==> src/rtl/gb_cpu_common_pkg.sv <==
// Shared SM83 core types: register select encodings, flag bit positions
// and the flag-merge helper used by the register file.
package gb_cpu_common_pkg;

    typedef enum logic [3:0] {
        REG_A = 4'd0,
        REG_F = 4'd1,
        REG_B = 4'd2,
        REG_C = 4'd3,
        REG_D = 4'd4,
        REG_E = 4'd5,
        REG_H = 4'd6,
        REG_L = 4'd7,
        REG_W = 4'd8,
        REG_Z = 4'd9
    } reg8_sel_t;

    typedef enum logic [2:0] {
        REG_BC = 3'd0,
        REG_DE = 3'd1,
        REG_HL = 3'd2,
        REG_SP = 3'd3,
        REG_PC = 3'd4,
        REG_WZ = 3'd5,
        REG_AF = 3'd6
    } reg16_sel_t;

    localparam int unsigned FLAG_Z = 32'd3;
    localparam int unsigned FLAG_N = 32'd2;
    localparam int unsigned FLAG_H = 32'd1;
    localparam int unsigned FLAG_C = 32'd0;

    // Per-bit override of a flag nibble: masked bits take the new value.
    function automatic logic [3:0] merge_flags(input logic [3:0] base,
                                               input logic [3:0] we,
                                               input logic [3:0] val);
        return (base & ~we) | (val & we);
    endfunction

endpackage

==> src/rtl/gb_cpu_reg_pair.sv <==
// 16-bit register pair with a full-width write and independent byte writes;
// a byte write overrides the matching half of a same-cycle 16-bit write.
module gb_cpu_reg_pair (
    input  logic        clk,
    input  logic        rst_n,
    input  logic        w16_en,
    input  logic [15:0] w16_data,
    input  logic        wh_en,
    input  logic [7:0]  wh_data,
    input  logic        wl_en,
    input  logic [7:0]  wl_data,
    output logic [15:0] q
);

    logic [7:0] hi_r;
    logic [7:0] lo_r;
    logic [7:0] hi_nxt_s;
    logic [7:0] lo_nxt_s;

    assign hi_nxt_s = wh_en ? wh_data : (w16_en ? w16_data[15:8] : hi_r);
    assign lo_nxt_s = wl_en ? wl_data : (w16_en ? w16_data[7:0]  : lo_r);
    assign q        = {hi_r, lo_r};

    // Pair storage with asynchronous clear.
    always_ff @(posedge clk or negedge rst_n) begin
        if (!rst_n) begin
            hi_r <= 8'h00;
            lo_r <= 8'h00;
        end else begin
            hi_r <= hi_nxt_s;
            lo_r <= lo_nxt_s;
        end
    end

endmodule

==> src/rtl/gb_cpu_regfile.sv <==
// SM83 architectural register file: BC/DE/HL/WZ pairs, A/F with F[3:0] tied
// to zero, and SP/PC reachable only through the 16-bit port.
module gb_cpu_regfile
    import gb_cpu_common_pkg::*;
#(
    parameter logic [15:0] PC_RESET = 16'h0000,
    parameter logic [15:0] SP_RESET = 16'h0000
) (
    input  logic        clk,
    input  logic        rst_n,
    input  reg16_sel_t  r16_sel,
    output logic [15:0] r16_out,
    input  reg8_sel_t   r8a_sel,
    output logic [7:0]  r8a_out,
    input  reg8_sel_t   r8b_sel,
    output logic [7:0]  r8b_out,
    input  logic        w16_en,
    input  reg16_sel_t  w16_sel,
    input  logic [15:0] w16_data,
    input  logic        w8_en,
    input  reg8_sel_t   w8_sel,
    input  logic [7:0]  w8_data,
    input  logic [3:0]  flags_we,
    input  logic [3:0]  flags_in,
    output logic [3:0]  flags_out,
    output logic [15:0] pc_out,
    output logic [15:0] sp_out
);

    logic [15:0] bc_s, de_s, hl_s, wz_s;
    logic [7:0]  a_r, a_nxt_s;
    logic [3:0]  f_r, f_base_s, f_nxt_s;
    logic [15:0] sp_r, sp_nxt_s, pc_r, pc_nxt_s;
    logic [15:0] af_s;

    // Write strobes; an illegal select matches nothing and so writes nothing.
    function automatic logic hit16(input logic en, input reg16_sel_t sel,
                                   input reg16_sel_t tgt);
        return en && (sel == tgt);
    endfunction

    function automatic logic hit8(input logic en, input reg8_sel_t sel,
                                  input reg8_sel_t tgt);
        return en && (sel == tgt);
    endfunction

    gb_cpu_reg_pair u_bc (
        .clk(clk), .rst_n(rst_n),
        .w16_en(hit16(w16_en, w16_sel, REG_BC)), .w16_data(w16_data),
        .wh_en(hit8(w8_en, w8_sel, REG_B)), .wh_data(w8_data),
        .wl_en(hit8(w8_en, w8_sel, REG_C)), .wl_data(w8_data),
        .q(bc_s)
    );

    gb_cpu_reg_pair u_de (
        .clk(clk), .rst_n(rst_n),
        .w16_en(hit16(w16_en, w16_sel, REG_DE)), .w16_data(w16_data),
        .wh_en(hit8(w8_en, w8_sel, REG_D)), .wh_data(w8_data),
        .wl_en(hit8(w8_en, w8_sel, REG_E)), .wl_data(w8_data),
        .q(de_s)
    );

    gb_cpu_reg_pair u_hl (
        .clk(clk), .rst_n(rst_n),
        .w16_en(hit16(w16_en, w16_sel, REG_HL)), .w16_data(w16_data),
        .wh_en(hit8(w8_en, w8_sel, REG_H)), .wh_data(w8_data),
        .wl_en(hit8(w8_en, w8_sel, REG_L)), .wl_data(w8_data),
        .q(hl_s)
    );

    gb_cpu_reg_pair u_wz (
        .clk(clk), .rst_n(rst_n),
        .w16_en(hit16(w16_en, w16_sel, REG_WZ)), .w16_data(w16_data),
        .wh_en(hit8(w8_en, w8_sel, REG_W)), .wh_data(w8_data),
        .wl_en(hit8(w8_en, w8_sel, REG_Z)), .wl_data(w8_data),
        .q(wz_s)
    );

    // F keeps only the upper nibble; flag writes land last so they win.
    assign a_nxt_s  = hit8(w8_en, w8_sel, REG_A) ? w8_data :
                      (hit16(w16_en, w16_sel, REG_AF) ? w16_data[15:8] : a_r);
    assign f_base_s = hit8(w8_en, w8_sel, REG_F) ? w8_data[7:4] :
                      (hit16(w16_en, w16_sel, REG_AF) ? w16_data[7:4] : f_r);
    assign f_nxt_s  = merge_flags(f_base_s, flags_we, flags_in);
    assign sp_nxt_s = hit16(w16_en, w16_sel, REG_SP) ? w16_data : sp_r;
    assign pc_nxt_s = hit16(w16_en, w16_sel, REG_PC) ? w16_data : pc_r;

    // Inline A/F/SP/PC storage with asynchronous reset to their boot values.
    always_ff @(posedge clk or negedge rst_n) begin
        if (!rst_n) begin
            a_r  <= 8'h00;
            f_r  <= 4'h0;
            sp_r <= SP_RESET;
            pc_r <= PC_RESET;
        end else begin
            a_r  <= a_nxt_s;
            f_r  <= f_nxt_s;
            sp_r <= sp_nxt_s;
            pc_r <= pc_nxt_s;
        end
    end

    assign af_s      = {a_r, f_r, 4'h0};
    assign flags_out = f_r;
    assign pc_out    = pc_r;
    assign sp_out    = sp_r;

    function automatic logic [7:0] sel8(input reg8_sel_t sel,
                                        input logic [15:0] af, input logic [15:0] bc,
                                        input logic [15:0] de, input logic [15:0] hl,
                                        input logic [15:0] wz);
        case (sel)
            REG_A:   return af[15:8];
            REG_F:   return af[7:0];
            REG_B:   return bc[15:8];
            REG_C:   return bc[7:0];
            REG_D:   return de[15:8];
            REG_E:   return de[7:0];
            REG_H:   return hl[15:8];
            REG_L:   return hl[7:0];
            REG_W:   return wz[15:8];
            REG_Z:   return wz[7:0];
            default: return 8'h00;
        endcase
    endfunction

    // 16-bit read mux; unused encodings read as zero.
    always_comb begin
        r16_out = 16'h0000;
        case (r16_sel)
            REG_BC:  r16_out = bc_s;
            REG_DE:  r16_out = de_s;
            REG_HL:  r16_out = hl_s;
            REG_SP:  r16_out = sp_r;
            REG_PC:  r16_out = pc_r;
            REG_WZ:  r16_out = wz_s;
            REG_AF:  r16_out = af_s;
            default: r16_out = 16'h0000;
        endcase
    end

    assign r8a_out = sel8(r8a_sel, af_s, bc_s, de_s, hl_s, wz_s);
    assign r8b_out = sel8(r8b_sel, af_s, bc_s, de_s, hl_s, wz_s);

endmodule
==> config.mk <==
export PLATFORM = sky130hd
export DESIGN_NAME = gb_cpu_regfile
export DESIGN_NICKNAME = d
export VERILOG_FILES = /design/src/rtl/gb_cpu_common_pkg.sv /design/src/rtl/gb_cpu_reg_pair.sv /design/src/rtl/gb_cpu_regfile.sv
export SDC_FILE = /design/constraint.sdc
export NUM_CORES = 1
export LEC_CHECK = 0
export ABC_CLOCK_PERIOD_IN_PS = 1850
export CAP_MARGIN = 25
export CORE_MARGIN = 5
export CORE_UTILIZATION = 54
export DETAILED_ROUTE_END_ITERATION = 12
export PLACE_DENSITY = 0.78
export SLEW_MARGIN = 20
export SYNTH_ARGS = -nofsm -noshare
export SYNTH_HDL_FRONTEND = slang
export SYNTH_SLANG_ARGS = --single-unit
==> constraint.sdc <==
create_clock -name clk -period 1.85 [get_ports clk]
set_input_delay 0.37 -clock clk [delete_from_list [all_inputs] [get_ports clk]]
set_output_delay 0.37 -clock clk [all_outputs]
set_load 0.02 [all_outputs]
==> results of run 1 <==
-- cell usage after synthesis (8+ instances only) --
cell type,count
mux2i_1,121
dfrtp_1,108
nor2_1,77
a21oi_1,63
nand2_1,45
mux2_2,41
o21ai_0,30
buf_2,28
a22oi_1,21
clkbuf_1,21
nor2b_1,16
o21ai_1,16
nand3_1,13
mux2_1,10
buf_4,9
nand3b_1,8
-- final cells by class --
class / instances / area (µm²)
multi-input combinational: 579 / 4670
timing repair buffer: 325 / 3190
sequential: 108 / 2720
fill: 748 / 2110
clock buffer: 10 / 229
tap: 176 / 220
clock inverter: 6 / 71.3
inverter: 6 / 30.0
-- worst max-delay path, stage by stage (launching register included) --
cell     delay [ns]
dfrtp_1        0.42
mux2_4         0.29
a22oi_2        0.15
nor3_2         0.06
or4_4          0.41
buf_6          0.15
-- timing repair --
item	4_1_cts	5_1_grt
resized for setup	368	52
setup buffers	31	8
pin swaps	53	28
hold endpoints to repair	0	0
gates cloned	4	0
endpoints found under the setup margin	36	39
-- worst min-delay path by stage --
stage	start	endpoint	slack, ns	depth (start not counted)
final	rst_n	sp_out[7]$_DFFE_PN0P_	0.08	2
after global placement	rst_n	u_de.hi_r[7]$_DFFE_PN0P_	0.48	2
after detailed placement	rst_n	sp_out[7]$_DFFE_PN0P_	0.50	2
after floorplan	rst_n	asynchronous set/reset pin	0.07	0
after global routing	rst_n	sp_out[7]$_DFFE_PN0P_	0.12	2
after CTS	rst_n	u_bc.hi_r[7]$_DFFE_PN0P_	0.11	2
-- cells by family (layout without fill, tap and decap cells) --
family / Yosys count / in the layout / synth area share (%)
DFF: 108 / 108 / 37.0
and+or+nand+nor: 205 / 205 / 14.2
buffers and inverters: 71 / 347 / 5.32
muxes: 180 / 180 / 26.7
AOI/OAI and AO/OA: 194 / 194 / 16.8
-- metal layers --
layer	vias to the layer above	global-route usage, %	wire length [µm]
met5	-	0	0
met1	3918	49.0	11500
li1	3363	-	-
met3	221	8.83	3560
met2	681	61.8	14900
met4	0	26.1	2780
-- stage by stage --
step,instance area [µm²],cells
final,11100,1210
after global routing,11100,1210
after CTS,10900,1203
after detailed placement,9840,1152
after global placement,9840,1152
after floorplan,7330,758
-- power by group through the flow --
stage               logic, mW  registers (mW)  clock network [mW]
finish                   4.38            3.61                2.03
global route             4.59            3.63                2.14
CTS                      4.14            3.53                2.02
detailed placement       3.71            3.55                   0
global placement         3.61            3.55                   0
floorplan                1.61            3.54                   0
==> summary.txt, run 1 <==
Critical path
  – Worst EP required: 1.48 ns
  – R2r setup slk: 0.55 ns
  – Crit. End Element: primary output
  – Register-to-Register Path Depth: 5
  – CP max FO: 2
  – CP startpoint kind: register
  – Crit path DAT: 1.84 ns
  – Crit path to: r8a_out[4]
  – Crit Path Class: register to primary output

Timing
  – Final Critical Period: 2.21 ns
  – Final count of hold timing violations: 0
  – Final period utilization: 119%
  – Worst slew pin tran: 0.602 ns
  – Fmax: 0.453 GHz
  – Setup ws final: -0.360 ns
  – Headroom to the max-slew limit: 59.9%
  – Max Clock Skew: 0 ns
  – Worst Hold Slack: 0.0837 ns
  – RSZ-0062 raised after global routing: true
  – Setup violations, final: 32
  – Sum of negative setup slack: -5.06 ns
  – Max Slew Vio Count: 0

Global routing
  – GRT Residual Overflow: 0
  – First-pass GRT wire length: 48200 µm
  – All-Layer GR Usage: 39.5%
  – Largest net degree at the start of global routing: 109
  – Vias in the first global route: 8279
  – Initial antenna violation count: 0

Synthesis
  – Seq/Total Area, Yosys: 37.0%
  – Gate Count Post-Synth: 758
  – Yosys reg bits: 108
  – Yosys cell types: 60
  – Net Count, Synth: 812
  – Synthesized area: 7310 µm²
  – Area contributors post-synth: dfrtp_1 37%, mux2i_1 17%, mux2_2 6.3%
  – Synth warnings: 0
  – Area leader, netlist: dfrtp_1
  – Area share of the largest cell type after synthesis: 37.0%
  – Post-synth EDFFs: 0
  – Async SR Flop Fraction: 100%
  – Synth Area per Inst: 9.64 µm²
  – Most used DFF post-synth: dfrtp_1

Clocking
  – Post-CTS Hold Fix Bufs: 0
  – CTS buffer count: 9
  – Latest clock arrival within the worst-skew pair: 0.36 ns
  – Clock root cell: clkbuf_16
  – CTS Buffer Depth: 2
  – Number of clock sinks: 108
  – H-tree Lvls: 3
  – Clk slew on worst S/H paths: 0.08 ns
  – CTS tree: yes

Placement
  – GP Congestion: 1.03
  – IO Port Bufs: 121
  – Hpwl dp: 21900 µm
  – Dpl ws: -1.17 ns

Power and ir drop
  – VDD IR max: 562 µV
  – PwrDens: 900 nW/µm²
  – Internal power: 6.29 mW
  – P_sw: 3.73 mW
  – Seq pwr share: 36.0%
  – Leakage: 4.99 nW
  – Sw Ratio: 37.2%
  – Logic pwr share: 43.7%
  – Total design power: 10.0 mW
  – Clock Power Share: 20.3%

Die
  – Core Box Area: 13200 µm²
  – # IOs: 122
  – Starting Density: 55.2%
  – Die area: 16000 µm²
  – Chip height: 126 µm
  – Std cell rows: 42
  – Die Width: 126 µm

Route
  – Vias: 8183
  – Post-Route WL: 32700 µm
  – Via density: 6.76
  – Residual DRC count: 0
  – Routed len/inst: 27.0 µm
  – Drt pass-1 iters: 7
  – Initial DRC Count: 1094
  – Routed Antenna Nets: 0

Status
  – Failing checks: negative setup slack
  – Status: finished with violations

Layout
  – Diodes inserted: 0
  – Synth-to-Final Area Change: 52.3%
  – Share of layout cells above drive strength 1: 40.6%
  – Commonest non-fill, non-tap cell in the layout: buf_4
  – Post-Route Utilization: 84.1%
  – Most frequent cells in the layout: 157 x buf_4, 116 x mux2i_1, 91 x dfrtp_1, 74 x nor2_1, 64 x clkdlybuf4s50_1
  – Final nets: 1083

Hold path
  – Worst min path class: primary input to asynchronous set/reset pin

Flow run
  – Max cap viols: 0
Power figures use the tool's default switching activity.
==> inputs of run 2 (changes only) <==
ABC_CLOCK_PERIOD_IN_PS = 2000   (was 1850)
CORE_UTILIZATION = 49   (was 54)
PLACE_DENSITY = 0.74   (was 0.78)
clock period = 2 ns   (was 1.85 ns; I/O delays follow)
==> run 2 against run 1 <==
Net effect: the run still ends with negative setup slack left; clock skew is the same; critical path depth is the same; core utilization shrank 6.5 points; sequential cell count is the same.
==> summary.txt, run 2 (synthesized netlist as in run 1, its figures left out) <==
Timing
  – Headroom to the max-slew limit: 65.3%
  – Fmax: 0.447 GHz
  – Final Critical Period: 2.24 ns
  – Max Clock Skew: 0 ns
  – Max Slew Vio Count: 0
  – Setup violations, final: 22
  – Final period utilization: 112%
  – Setup ws final: -0.236 ns
  – Final count of hold timing violations: 0
  – Worst slew pin tran: 0.519 ns
  – RSZ-0062 raised after global routing: true
  – Worst Hold Slack: 0.466 ns

Route
  – Residual DRC count: 0
  – Initial DRC Count: 876
  – Post-Route WL: 31800 µm
  – Routed Antenna Nets: 0
  – Via density: 6.37
  – Drt pass-1 iters: 7
  – Routed len/inst: 25.6 µm
  – Vias: 7925

Layout
  – Commonest non-fill, non-tap cell in the layout: buf_4
  – Fillers: 979
  – Finished Cell Area: 11300 µm²
  – Synth-to-Final Area Change: 54.8%
  – Most frequent cells in the layout: 182 x buf_4, 110 x mux2i_1, 91 x dfrtp_1, 76 x clkdlybuf4s50_1, 74 x nor2_1
  – Share of layout cells above drive strength 1: 42.6%
  – Diodes inserted: 0
  – Final nets: 1111

Die
  – Core Box Area: 14600 µm²
  – Die Width: 132 µm
  – Die area: 17500 µm²
  – Chip height: 132 µm
  – Starting Density: 50.1%
  – Std cell rows: 44
  – # IOs: 122

Clocking
  – CTS tree: yes
  – Latest clock arrival within the worst-skew pair: 0.36 ns
  – Clk slew on worst S/H paths: 0.07 ns
  – CTS buffer count: 9
  – H-tree Lvls: 3
  – Clock root cell: clkbuf_16
  – Number of clock sinks: 108
  – CTS Buffer Depth: 2

Critical path
  – Critical Path Slowest Stage Cell: or4_4
  – CP Launch Point: u_hl.lo_r[4]$_DFFE_PN0P_
  – CP max FO: 2
  – Slowest cell delay on critical path: 0.54 ns
  – R2r setup slk: 0.66 ns
  – Worst path cell trace: mux2_4 -> nand2_2 -> a21oi_2 -> or4_4 -> buf_6
  – Crit. End Element: primary output
  – Crit Path Class: register to primary output
  – CP startpoint kind: register
  – Worst path bufs/invs: 1
  – Worst EP required: 1.60 ns
  – Kind of cell adding the most delay to the critical path: simple AND/OR/NAND/NOR gates
  – Crit path DAT: 1.84 ns

Global routing
  – Met2 usage: 56.9%
  – Vias in the first global route: 7993
  – Met3 GRT Util: 7.14%
  – All-Layer GR Usage: 35.4%
  – Initial antenna violation count: 0
  – First-pass GRT wire length: 47800 µm
  – GRT Residual Overflow: 0
  – GRT Max-Usage Layer: met2
  – Largest net degree at the start of global routing: 48
  – GRT met1 Usage: 45.6%

Placement
  – Cell area after placement: 9930 µm²
  – Hpwl dp: 22800 µm
  – IO Port Bufs: 121
  – GP Congestion: 0.993

Hold path
  – Worst min path class: primary input to asynchronous set/reset pin

Power and ir drop
  – VDD IR max: 676 µV
  – PwrDens: 807 nW/µm²
  – Leakage: 4.99 nW

Flow run
  – Max cap viols: 0

Status
  – Status: finished with violations
  – Failing checks: negative setup slack
[run 2: cell types whose count changed in the layout (fill, tap and decap cells not counted), moves of 4 or more]
| cell | change |
|---|---|
| dlygate4sd2_1 | -5 |
| mux2i_2 | +5 |
| o21ai_2 | -4 |
| mux2i_1 | -6 |
| dlymetal6s2s_1 | -7 |
| o21ai_1 | +4 |
| clkdlybuf4s50_1 | +12 |
| buf_4 | +25 |
[run 2: worst register-to-register path, cell delays in order, from the launching register on]
cell and delay, ns:
dfrtp_2 0.49, buf_4 0.17, mux2_2 0.27, mux2i_1 0.20, o21ai_0 0.10
[run 2: per-stage QoR]
step                      instances  worst slack (ns)  util [%]  TNS [ns]  total power [mW]
after floorplan                 758            0.0271         -         0              4.75
after global placement         1180             -1.01      68.0    -28.27              6.62
after detailed placement       1180             -1.03      68.0    -30.37              6.70
after CTS                      1238            -0.285      75.2     -1.69              8.82
after global routing           1245            -0.268      77.6     -2.74              9.49
final                          1245            -0.236      77.6     -1.66              9.14
[run 2: power breakdown]
group	internal [mW]	switching [mW]	leakage (nW)
clock	0.857	0.902	0.133
combinational	2.16	1.88	3.60
sequential	2.70	0.636	1.26
[run 2: routing by layer]
layer,vias up,share of wire [%],wire length (µm)
li1,3422,-,-
met1,3845,38,12200
met3,135,8.9,2840
met2,523,47,14900
met5,-,0,0
met4,0,5.9,1860
[run 2: timing repair]
action | CTS | global route
endpoints found under the setup margin | 33 | 33
pin swaps | 36 | 31
hold endpoints to repair | 19 | 0
hold buffers | 1 | 0
gates cloned | 6 | 0
gates resized for setup | 351 | 88
buffers inserted | 38 | 9
[run 2: area by class of cell]
cell class	instances	area, µm²	area share, %
multi-input combinational	579	4720	41.7
timing repair buffer	353	3340	29.5
sequential	108	2720	24.1
tap	184	230	2.03
clock buffer	9	225	1.99
clock inverter	6	47.5	0.420
inverter	6	30.0	0.265
[run 2: worst paths after layout]
| kind | endpoint | depth (start not counted) |
|---|---|---|
| min | u_de.hi_r[4]$_DFFE_PN0P_ | 2 |
| min reg2reg | pc_out[12]$_DFFE_PN0P_ | 1 |
| min in group clk | pc_out[12]$_DFFE_PN0P_ | 1 |
| max | r8a_out[4] | 5 |
| max reg2reg | register | 4 |
| max in group asynchronous | u_hl.lo_r[5]$_DFFE_PN0P_ | 3 |
==> edit 1, RTL diff (settings of run 2) <==
Take the reset off `hi_r` and load it in a clocked block of its own.
--- a/src/rtl/gb_cpu_reg_pair.sv
+++ b/src/rtl/gb_cpu_reg_pair.sv
@@ -26,6 +26,4 @@
         if (!rst_n) begin
-            hi_r <= 8'h00;
             lo_r <= 8'h00;
         end else begin
-            hi_r <= hi_nxt_s;
             lo_r <= lo_nxt_s;
@@ -34,2 +32,6 @@
 
+    always_ff @(posedge clk) begin
+        hi_r <= hi_nxt_s;
+    end
+
 endmodule
Formal check against the unedited RTL: not equivalent (a bounded check fails within 4 cycles, from zero or initial values and one cycle with rst_n low).
==> edit 1 against run 2 <==
- the run still ends with setup timing left
- total power is 11% lower
- highest routed layer unchanged
- largest cell class unchanged
- critical endpoint is now r8b_out[5]
- critical path type unchanged
- sequential cell count unchanged
- non-clock buffer count decreased by 13
- synthesized area shrank 2.0%
- routed wire length shrank 1.7%
- worst setup slack gained 0.053 ns
- via count shrank 5.8%
- design area down 2.1%
==> edit 1: results (changes against run 2) <==
* Syn nets at 744 (was 812)
* Number of global-route vias before repair at 7616 (was 7993)
* Ys async rst share at 70.4% (was 100%)
* First-pass GRT wire length at 45800 µm (was 47800 µm)
* DP Area at 0.00986 mm² (was 0.00993 mm²)
* Non-Filler Instances at 1172 (was 1245)
* Outcome: finished, violations left (unchanged)
* DP Cell Count at 1123 (was 1180)
* Register area share after synthesis at 40.0% (was 37.0%)
* Post-synthesis mux area share at 26.7% (about the same)
* CP arrival at 1.78 ns (was 1.84 ns)
* Htree depth at 3 (unchanged)
* Reg clk slew, reported paths at ~0.080 ns
* Total Nets Final at 1037 (was 1111)
* Post-Synthesis Cells at 690 (was 758)
* Diode count at 0 (unchanged)
* Failing checks: setup timing (unchanged)
* Hold crit path type: in -> async (unchanged)
* LEAKAGE at 4.81 nW (was 4.99 nW)
* WL/cell at 26.7 µm (was 25.6 µm)
* Final setup margin at -0.182 ns (was -0.236 ns)
* Setup Viol. Count Final at 21 (was 22)
* GRT Util Overall at 36.6% (was 35.4%)
* Vias/cell at 6.37 (about the same)
* Largest fanout on the critical path at 3 (was 2)
* Sum Neg Setup Slack at -1.60 ns (was -1.66 ns)
* RePlAce Congestion at 1.04 (was 0.993)
* Worst-Skew Late Latency at 0.36 ns (about the same)
* Synth area leaders: dfrtp_1 27%, edfxtp_1 13%, mux2_2 13% (was dfrtp_1 37%, mux2i_1 17%, mux2_2 6.3%)
* DRT iter0 DRCs at 749 (was 876)
* Met3 GRT Util at 8.54% (was 7.14%)
* Most frequent cells after synthesis: 88 x mux2i_1, 81 x mux2_2, 76 x dfrtp_1 (was 121 x mux2i_1, 108 x dfrtp_1, 77 x nor2_1)
* GRT met2 Usage at 60.8% (was 56.9%)
* Post-DP HPWL at 23200 µm (was 22800 µm)
* Number of flops mapped to enable cells by yosys at 32 (was 0)
* TritonCTS Buffers at 9 (unchanged)
* Clk root buf: clkbuf_16 (unchanged)
* Drt pass-1 iters at 5 (was 7)
* Worst Tran Pin Value at 0.601 ns (was 0.519 ns)
* Main combinational cell family by area after synthesis: multiplexers (unchanged)
* Max IR drop VDD at 0.666 mV (was 0.676 mV)
* Layout cells sized above 1 at 46.2% (was 42.6%)
* Netlist cell types at 59 (was 60)
* Post-place setup slack at -1.05 ns (was -1.03 ns)
* Psw at 2.89 mW (was 3.42 mW)
* Initial antenna violation count at 0 (unchanged)
* M1 GR Usage at 45.7% (was 45.6%)
* Ys Warns at 0 (unchanged)
* Clk buf depth at 2 (unchanged)
* Primary FF master, synth: dfrtp_1 (unchanged)
* Compound-Gate Fraction of Synth Area at 15.7% (was 16.8%)
* Largest net degree at the start of global routing at 41 (was 48)
* XOR/XNOR share of the synthesized area at 0% (unchanged)
-- edit 1: path summary, 6_finish.rpt --
check                        startpoint            to  slack [ns]  cells after the start
setup / recovery           u_wz.hi_r[5]    r8b_out[5]       -0.18                      5
hold / removal                    rst_n  u_hl.lo_r[7]        0.04                      1
setup reg to reg                   flop          flop        0.70                      5
hold reg to reg              sp_out[10]    sp_out[10]        0.55                      1
max in group asynchronous         rst_n  u_hl.lo_r[3]        1.33                      2
min in group clk             sp_out[10]    sp_out[10]        0.55                      1
-- edit 1: final cells by class --
type	count	area [µm²]
clock buffers	9	225
clock inverters	7	57.6
fillers	967	3350
inverters	9	33.8
multi-input cells	515	4400
flip-flops and latches	108	2870
well taps	184	230
repair buffers	340	3260
-- edit 1: cells by family after synthesis --
family | Yosys count
compound gates | 167
buf+inv | 67
flops | 108
mux | 175
simple gates | 173
-- edit 1: power groups by stage --
| stage | Clock [mW] | Combinational, mW | Sequential, mW |
|---|---|---|---|
| global route | 1.88 | 3.44 | 3.13 |
| finish | 1.78 | 3.26 | 3.10 |
| global placement | 0 | 2.80 | 3.10 |
| CTS | 1.79 | 3.09 | 3.08 |
| detailed placement | 0 | 2.86 | 3.11 |
| floorplan | 0 | 1.18 | 3.15 |
-- edit 1: what timing repair did --
| action | in CTS | in global routing |
|---|---|---|
| pin swaps | 33 | 35 |
| gates resized for setup | 348 | 64 |
| endpoints found under the setup margin | 32 | 32 |
| buffers inserted | 24 | 9 |
| cloned | 6 | 0 |
-- edit 1: layer usage --
metal,part of all wire [%],vias to the layer above
li1,-,3236
met1,39,3655
met2,49,482
met3,8.1,93
met4,4.0,0
met5,0,-
-- edit 1: critical path, stage by stage, from the launching register on --
cell and delay, ns:
edfxtp_1 0.47, mux2i_1 0.17, nor4_1 0.07, a311oi_1 0.29
o221ai_1 0.22, buf_4 0.20
==> edit 2, RTL diff (flow settings as in run 2) <==
Without the edit above. Add an input register stage for `w8_data`, without a reset; this delays it by one clock. The other inputs are not delayed to match.
--- a/src/rtl/gb_cpu_regfile.sv
+++ b/src/rtl/gb_cpu_regfile.sv
@@ -29,2 +29,8 @@
 
+    logic [7:0] w8_data_q;
+
+    always_ff @(posedge clk) begin
+        w8_data_q <= w8_data;
+    end
+
     logic [15:0] bc_s, de_s, hl_s, wz_s;
@@ -49,4 +55,4 @@
         .w16_en(hit16(w16_en, w16_sel, REG_BC)), .w16_data(w16_data),
-        .wh_en(hit8(w8_en, w8_sel, REG_B)), .wh_data(w8_data),
-        .wl_en(hit8(w8_en, w8_sel, REG_C)), .wl_data(w8_data),
+        .wh_en(hit8(w8_en, w8_sel, REG_B)), .wh_data(w8_data_q),
+        .wl_en(hit8(w8_en, w8_sel, REG_C)), .wl_data(w8_data_q),
         .q(bc_s)
@@ -57,4 +63,4 @@
         .w16_en(hit16(w16_en, w16_sel, REG_DE)), .w16_data(w16_data),
-        .wh_en(hit8(w8_en, w8_sel, REG_D)), .wh_data(w8_data),
-        .wl_en(hit8(w8_en, w8_sel, REG_E)), .wl_data(w8_data),
+        .wh_en(hit8(w8_en, w8_sel, REG_D)), .wh_data(w8_data_q),
+        .wl_en(hit8(w8_en, w8_sel, REG_E)), .wl_data(w8_data_q),
         .q(de_s)
@@ -65,4 +71,4 @@
         .w16_en(hit16(w16_en, w16_sel, REG_HL)), .w16_data(w16_data),
-        .wh_en(hit8(w8_en, w8_sel, REG_H)), .wh_data(w8_data),
-        .wl_en(hit8(w8_en, w8_sel, REG_L)), .wl_data(w8_data),
+        .wh_en(hit8(w8_en, w8_sel, REG_H)), .wh_data(w8_data_q),
+        .wl_en(hit8(w8_en, w8_sel, REG_L)), .wl_data(w8_data_q),
         .q(hl_s)
@@ -73,4 +79,4 @@
         .w16_en(hit16(w16_en, w16_sel, REG_WZ)), .w16_data(w16_data),
-        .wh_en(hit8(w8_en, w8_sel, REG_W)), .wh_data(w8_data),
-        .wl_en(hit8(w8_en, w8_sel, REG_Z)), .wl_data(w8_data),
+        .wh_en(hit8(w8_en, w8_sel, REG_W)), .wh_data(w8_data_q),
+        .wl_en(hit8(w8_en, w8_sel, REG_Z)), .wl_data(w8_data_q),
         .q(wz_s)
@@ -79,5 +85,5 @@
     // F keeps only the upper nibble; flag writes land last so they win.
-    assign a_nxt_s  = hit8(w8_en, w8_sel, REG_A) ? w8_data :
+    assign a_nxt_s  = hit8(w8_en, w8_sel, REG_A) ? w8_data_q :
                       (hit16(w16_en, w16_sel, REG_AF) ? w16_data[15:8] : a_r);
-    assign f_base_s = hit8(w8_en, w8_sel, REG_F) ? w8_data[7:4] :
+    assign f_base_s = hit8(w8_en, w8_sel, REG_F) ? w8_data_q[7:4] :
                       (hit16(w16_en, w16_sel, REG_AF) ? w16_data[7:4] : f_r);
Formal check against the unedited RTL: not equivalent (a bounded check fails within 4 cycles, from zero or initial values and one cycle with rst_n low).
==> edit 2 against run 2 <==
- the flow still finishes with violations (setup timing)
- worst setup slack worse by 0.057 ns
- routed wire length up 4.0%
- critical path type unchanged
- hold slack worse by 0.057 ns
- sequential cell count up 8
- total power up 16%
- synthesized area up 1.5%
- design area up 2.8%
- maximum frequency down 2.5%
- utilization down 0.16 points
- die area up 1.3%
- sequential power up 6%
==> edit 2: results (changes against run 2) <==
* Outcome: finished, violations left (unchanged)
* Failing checks: setup timing (unchanged)
* Ys async rst share at 93.1% (was 100%)
* Post-place setup slack at -1.15 ns (was -1.03 ns)
* Drt pass-1 iters at 6 (was 7)
* RePlAce Congestion at 1.06 (was 0.993)
* Met2 routed WL at 15700 µm (was 14900 µm)
* Register area share after synthesis at 38.6% (was 37.0%)
* Largest net degree at the start of global routing at 39 (was 48)
* Avg Cell Area, Syn at 9.68 µm² (was 9.64 µm²)
* LEAKAGE at 5.17 nW (was 4.99 nW)
* TritonCTS Buffers at 17 (was 9)
* Total Nets Final at 1105 (was 1111)
* GRT met2 Usage at 58.9% (was 56.9%)
* WL/cell at 26.5 µm (was 25.6 µm)
* Non-Filler Instances at 1252 (was 1245)
* Clk root buf: clkbuf_16 (unchanged)
* Met3 GRT Util at 8.56% (was 7.14%)
* First-pass GRT wire length at 49000 µm (was 47800 µm)
* Synth area leaders: dfrtp_1 36%, mux2i_1 16%, mux2_2 8.0% (was dfrtp_1 37%, mux2i_1 17%, mux2_2 6.3%)
* Hold crit path type: in -> reg (was in -> async)
* Clk_skew at 0.0180 ns (was 0 ns)
* Worst-Skew Late Latency at 0.45 ns (was 0.36 ns)
* Layout cells sized above 1 at 41.6% (was 42.6%)
* DP Area at 0.0101 mm² (was 0.00993 mm²)
* DRT iter0 DRCs at 1034 (was 876)
* Final hold violation count at 0 (unchanged)
* Syn nets at 820 (was 812)
* Filler cells at 1027 (was 979)
* Post-DP HPWL at 23200 µm (was 22800 µm)
* Setup Viol. Count Final at 24 (was 22)
* Netlist cell types at 61 (was 60)
* GRT Util Overall at 36.9% (was 35.4%)
* Max IR drop VDD at 0.676 mV (about the same)
* Sum Neg Setup Slack at -2.47 ns (was -1.66 ns)
* Number of global-route vias before repair at 8272 (was 7993)
* CP arrival at 1.89 ns (was 1.84 ns)
* Htree depth at 4 (was 3)
* M1 WL at 12600 µm (was 12200 µm)
* Met3 wire length at 2830 µm (was 2840 µm)
* Vias/cell at 6.46 (was 6.37)
* Largest fanout on the critical path at 3 (was 2)
* DP Cell Count at 1191 (was 1180)
* Most frequent cells after synthesis: 117 x mux2i_1, 108 x dfrtp_1, 83 x nor2_1 (was 121 x mux2i_1, 108 x dfrtp_1, 77 x nor2_1)
* Top Layer Used: met4 (unchanged)
* M1 GR Usage at 45.7% (was 45.6%)
* Sw Ratio at 34.4% (was 37.4%)
* Final setup margin at -0.292 ns (was -0.236 ns)
* Max-slew headroom at 66.8% (was 65.3%)
edit 2: final timing paths:
kind                              startpoint           end  slack (ns)  cells past startpoint
worst max register to register          flop          flop        0.80                      4
worst min register to register     pc_out[5]     pc_out[5]        0.53                      1
worst max-delay path            u_bc.lo_r[5]    r8a_out[5]       -0.29                      5
max in group asynchronous              rst_n     async pin        0.98                      3
min in group asynchronous              rst_n        a_r[3]        0.43                      2
worst min-delay path              w8_data[3]  w8_data_q[3]        0.41                      1
edit 2: worst max-delay path, stage by stage (launching register included):
cell and delay [ns]:
dfrtp_1 0.43, and3_4 0.17, a21o_1 0.17, a221oi_2 0.29, o311ai_2 0.19, buf_4 0.20
edit 2: what timing repair did:
item | in CTS | in global routing
resized for setup | 349 | 68
pin swaps | 45 | 23
setup endpoints to repair | 34 | 31
cloned | 4 | 0
hold buffers | 1 | 0
setup buffers | 21 | 7
endpoints found under the hold margin | 27 | 0
edit 2: area by class of cell:
type                    instances  area [µm²]  area share, %
clock buffers                  22         464           3.99
well taps                     188         235           2.02
flip-flops and latches        116        2880           24.7
multi-input cells             582        4720           40.6
inverters                       5        18.8          0.161
repair buffers                329        3190           27.4
clock inverters                10         131           1.13
edit 2: power groups by stage:
stage / Clock (mW) / Combinational (mW) / Sequential (mW)
after CTS: 3.18 / 3.64 / 3.48
final: 3.17 / 3.88 / 3.53
after global placement: 0 / 3.29 / 3.47
after detailed placement: 0 / 3.36 / 3.49
after global routing: 3.30 / 4.07 / 3.57
after floorplan: 0 / 1.46 / 3.45
edit 2: cells by family after synthesis:
group / count (synthesis) / synth area share, %
and+or+nand+nor: 208 / 14.1
AOI/OAI and AO/OA: 201 / 17.7
muxes: 173 / 24.7
DFF: 116 / 38.6
buffers and inverters: 68 / 4.87
